--- src/rtl/stopwatch_core.sv ---
// Stopwatch timekeeping: synchronises the 100 Hz divider output, edge-detects it and
// accumulates mm:ss.cc in BCD under start/stop, lap and clear pulse control.
module stopwatch_core #(
  parameter int SYNC_STAGES = 2
) (
  input  logic        CLK_50MHz,
  input  logic        reset_n,
  input  logic        CLK_100Hz,
  input  logic        start_stop,
  input  logic        lap,
  input  logic        clear,
  output logic [23:0] time_bcd,
  output logic        running,
  output logic        lap_active,
  output logic        rollover,
  output logic [1:0]  state_dbg
);

  // Control inputs are single-cycle pulses; there is no back-pressure, a pulse is
  // consumed in the cycle it is high. Priority: start_stop > lap > clear.
  typedef enum logic [1:0] {
    S_IDLE = 2'd0,
    S_RUN  = 2'd1,
    S_STOP = 2'd2,
    S_LAP  = 2'd3
  } state_t;

  state_t                 state_q, state_d;
  logic [SYNC_STAGES-1:0] sync_q;
  logic                   dly_q;
  logic                   tick;
  logic [23:0]            count_q, count_d;
  logic [23:0]            lap_q;
  logic                   rollover_q;
  logic                   lap_load;
  logic                   count_clr;
  logic                   count_en;
  logic                   carry;
  logic [3:0]             dig;
  logic [3:0]             dmax;

  always_ff @(posedge CLK_50MHz or negedge reset_n) begin
    if (!reset_n) begin
      sync_q <= '0;
      dly_q  <= 1'b0;
    end else begin
      sync_q <= {sync_q[SYNC_STAGES-2:0], CLK_100Hz};
      dly_q  <= sync_q[SYNC_STAGES-1];
    end
  end

  assign tick = sync_q[SYNC_STAGES-1] & ~dly_q;

  always_ff @(posedge CLK_50MHz or negedge reset_n) begin
    if (!reset_n) begin
      state_q <= S_IDLE;
    end else begin
      state_q <= state_d;
    end
  end

  always_comb begin
    state_d   = state_q;
    lap_load  = 1'b0;
    count_clr = 1'b0;
    case (state_q)
      S_IDLE: begin
        if (start_stop) state_d = S_RUN;
      end
      S_RUN: begin
        if (start_stop) begin
          state_d = S_STOP;
        end else if (lap) begin
          state_d  = S_LAP;
          lap_load = 1'b1;
        end
      end
      S_LAP: begin
        if (start_stop)  state_d = S_STOP;
        else if (lap)    state_d = S_RUN;
      end
      S_STOP: begin
        if (start_stop) begin
          state_d = S_RUN;
        end else if (clear) begin
          state_d   = S_IDLE;
          count_clr = 1'b1;
        end
      end
      default: state_d = S_IDLE;
    endcase
  end

  // Counting is gated by the registered state, so a tick alongside a start is lost
  // and a tick alongside a stop still lands.
  assign count_en = tick & ((state_q == S_RUN) | (state_q == S_LAP));

  // Ripple-carry BCD increment; the top-digit carry-out is the wrap.
  always_comb begin
    count_d = count_q;
    carry   = count_en;
    dig     = 4'd0;
    dmax    = 4'd9;
    for (int i = 0; i < 6; i++) begin
      dig  = count_q[i*4 +: 4];
      dmax = ((i == 3) || (i == 5)) ? 4'd5 : 4'd9;
      if (carry) begin
        if (dig >= dmax) begin
          count_d[i*4 +: 4] = 4'd0;
        end else begin
          count_d[i*4 +: 4] = dig + 4'd1;
          carry = 1'b0;
        end
      end
    end
    if (count_clr) begin
      count_d = '0;
      carry   = 1'b0;
    end
  end

  always_ff @(posedge CLK_50MHz or negedge reset_n) begin
    if (!reset_n) begin
      count_q    <= '0;
      lap_q      <= '0;
      rollover_q <= 1'b0;
    end else begin
      count_q    <= count_d;
      rollover_q <= carry;
      if (lap_load) lap_q <= count_q;
    end
  end

  assign time_bcd   = (state_q == S_LAP) ? lap_q : count_q;
  assign running    = (state_q == S_RUN) | (state_q == S_LAP);
  assign lap_active = (state_q == S_LAP);
  assign rollover   = rollover_q;
  assign state_dbg  = state_q;

endmodule

--- config.mk ---
export PLATFORM = sky130hd
export DESIGN_NAME = stopwatch_core
export DESIGN_NICKNAME = d
export VERILOG_FILES = /design/src/rtl/stopwatch_core.sv
export SDC_FILE = /design/constraint.sdc
export NUM_CORES = 1
export LEC_CHECK = 0
export ABC_AREA = 1
export BUFFER_PORTS_ARGS = -buffer_cell sky130_fd_sc_hd__buf_2
export CORE_ASPECT_RATIO = 1.75
export CORE_MARGIN = 2
export CORE_UTILIZATION = 52
export DETAILED_ROUTE_END_ITERATION = 8
export PLACE_DENSITY = 0.87
export SYNTH_ARGS = -nofsm -noshare
export SYNTH_HDL_FRONTEND = slang
export SYNTH_SLANG_ARGS = --single-unit
--- constraint.sdc ---
create_clock -name CLK_50MHz -period 1.4 [get_ports CLK_50MHz]
set_input_delay 0.28 -clock CLK_50MHz [delete_from_list [all_inputs] [get_ports CLK_50MHz]]
set_output_delay 0.28 -clock CLK_50MHz [all_outputs]
set_load 0.02 [all_outputs]
==> results.yml <==
logic_synthesis:
  avgSynthCellArea_um2: 8.41
  syn_area_um2: 2840
  synth.distinct_cells: 27
  synth-xor-area-share: 0.0216
  synth.area.mux_share: 0
  ys_warn_count: 0
  synth_top_area_frac: 0.476
  synth_top_family_by_area: "simple AND/OR/NAND/NOR gates"
  synthAdderAreaFrac: 0.0793
  yosys.area.top_type: "dfrtp_1"
  yosys.area_share.simple: 0.217
  seq_area_frac_synth: 0.476
  ys_seq_elements: 54
  synthCells: 338
  synthTopCellsByArea: "dfrtp_1, o21ai_0, nand2_1, ha_1, inv_1"
  synth_compound_area_frac: 0.134
  synth_nets: 362
power_and_ir_drop:
  ir_drop_uv: 1550
  switching_share: 0.470
  p_leak_nw: 2.31
  switchingPower_mw: 4.50
  p_seq_frac: 0.252
  power_density_nw_per_um2: 1920
  internal-power_mw: 5.08
  p_comb_frac: 0.652
  clock_power_share: 0.095
drt:
  viasPerCell: 6.51
  vias: 3248
  routed_wl_um: 13400
  drt-pass1-iter-count: 4
  ant_nets: 0
  drt-initial-drc-count: 281
  wl_per_cell_um: 26.9
  drc: 0
critical_path:
  path_max_fanout: 7
  end_kind: "register"
  cp-start-kind: "register"
  critPathTopFamily: "simple AND/OR/NAND/NOR gates"
  r2r_start: "state_dbg[0]"
  path_class: "reg2reg"
  worstPathBufferInverterCount: 2
  r2r_slack_ns: -0.53
  path_cells: "buf_6, nor2_4, nand3_4, buf_6, nand2_8, a21oi_1, nor3_1"
  cpMaxStageDelayCell: "dfrtp_2"
  slowest_delay_ns: 0.46
  cpMostUsedCell: "buf_6"
  arrival_ns: 2.11
  worstPathRequired_ns: 1.58
  crit_path_start: "state_dbg[0]"
global_route:
  gr-usage-all-layers: 0.328
  grt_max_degree: 55
  grt.overflow.total: 0
  antenna_found_initial: 0
  grt_pass1_wl_um: 14900
  grt_pass1_vias: 3038
floorplanning:
  rows: 35
  ioPinCount: 35
  initial_utilization: 0.541
  die_h_um: 102
  core_area_um2: 5260
  dieArea_um2: 6100
  die_x_um: 59.9
cts:
  cts_made_buffers: 5
  cts_tree: "yes"
  cts_sinks: 54
  clkLatencyLatePin_ns: 0.33
  htreeDepth: 2
  clock_path_buffers: 2
  root_buffer: "clkbuf_8"
  clk_pin_slew_ns: 0.11
worst_hold_path:
  min_from: "CLK_100Hz"
  hold_class: "in2reg"
sta:
  fin_ws_ns: -0.530
  final-hold-violation-count: 0
  worstMarginPinSlew_ns: 0.469
  fmax_ghz: 0.518
  final_max_slew_viol_count: 0
  fin_crit_ns: 1.93
  finalSetupViolations: 77
  skew_ns: 0.0153
  finalCritPeriodShare: 1.38
  tns_ns: -18.12
  rsz0062_at_grt: "yes"
  max_slew_margin: 0.685
cells_and_area:
  fillers: 129
  nets: 467
  num_antenna_cells: 0
  multiInputGateArea_um2: 2180
  drive_above_1_share: 0.626
  synthToLayoutAreaGrowth_pct: 76.0
  fin_area_um2: 5000
  register_area_um2: 1350
  fin_util: 0.952
placed_design:
  port_buffers: 34
  place_congestion: 0.886
  dpl_cell_area_um2: 3700
  dp_hpwl_um: 4760
run:
  drv_cap: 0
outcome:
  status: "finished with violations"
  violations: "setup timing"
timing repair:
action,4_1_cts,5_1_grt
endpoints found under the hold margin,54,0
cloned,4,6
gates resized for setup,133,134
pin swaps,20,27
setup buffers,6,16
endpoints found under the setup margin,47,74
hold buffers,1,0
cell usage after synthesis (all sizes together):
| cell type | number |
|---|---|
| nor3 | 9 |
| buf | 8 |
| nand4 | 10 |
| xnor2 | 3 |
| dfrtp | 54 |
| nand2 | 80 |
| inv | 35 |
| a21oi | 6 |
| clkbuf | 6 |
| nand3 | 17 |
| nand2b | 1 |
| o211ai | 1 |
| ha | 18 |
| xor2 | 4 |
| o21ai | 66 |
| nor2 | 18 |
| o22ai | 1 |
| a31oi | 1 |
state kept, by name, summed over array words and instances (netlist names):
signal,cells
count_q,24
state_dbg,2
dly_q,1
sync_q,2
rollover,1
lap_q,24
cell usage in the layout (no fill, tap or decap), types with 11 or more instances in the layout:
cell	instances
nand2_1	26
nand2_4	21
o21ai_2	32
dfrtp_1	52
nand2_2	31
buf_4	48
o21ai_1	12
inv_1	22
o21ai_4	20
ha_1	11
buf_6	38
path summary, 6_finish.rpt:
path | endpoint | depth (start not counted)
worst min-delay path | sync_q[0] | 1
max in group asynchronous | lap_q[19] | 3
worst min register to register | sync_q[1] | 0
min in group asynchronous | count_q[3] | 3
worst max-delay path | count_q[2] | 7
worst max register to register | count_q[2] | 7
cells by family (layout without fill, tap and decap cells):
logic type | after synthesis | count (layout)
AO/OA/AOI/OAI | 75 | 75
AND/OR/NAND/NOR | 135 | 137
buffers and inverters | 49 | 153
adder cells (fa/ha/maj) | 18 | 18
XOR/XNOR | 7 | 7
flip-flops | 54 | 54
metrics by stage:
step	hold slack (ns)	instances	worst slack, ns	total power, mW
5_1_grt	0.0440	499	-0.463	9.89
3_5_place_dp	0.297	460	-0.185	5.96
3_3_place_gp	0.295	460	-0.0799	5.80
6_report	0.0495	499	-0.530	9.58
4_1_cts	0.0673	479	-0.234	7.91
2_1_floorplan	-0.0156	338	-0.0871	4.73
per-layer routing:
metal	up-vias	part of all wire	GRT usage
met3	98	0.067	0.0536
met4	0	0.090	0.154
met1	1600	0.32	0.359
met5	-	0	0
met2	216	0.52	0.593
li1	1334	-	-
worst register-to-register path, cell delays in order (launching register included):
cell	delay [ns]
dfrtp_2	0.46
buf_6	0.15
nor2_4	0.19
nand3_4	0.22
buf_6	0.22
nand2_8	0.08
a21oi_1	0.09
nor3_1	0.39
layout make-up:
| type | instances | area share |
|---|---|---|
| Clock buffer | 7 | 0.0153 |
| Inverter | 35 | 0.0293 |
| Multi-Input combinational cell | 237 | 0.435 |
| Sequential cell | 54 | 0.271 |
| Timing Repair Buffer | 110 | 0.235 |
| Clock inverter | 1 | 0.00150 |
| Tap cell | 55 | 0.0138 |
power groups by stage:
stage	registers, mW	clock network [mW]	logic (mW)
3_5_place_dp	2.29	0	3.66
6_report	2.42	0.914	6.25
4_1_cts	2.28	0.869	4.76
2_1_floorplan	2.28	0	2.45
3_3_place_gp	2.26	0	3.54
5_1_grt	2.42	0.959	6.50
(Power assumes the default switching activity.)
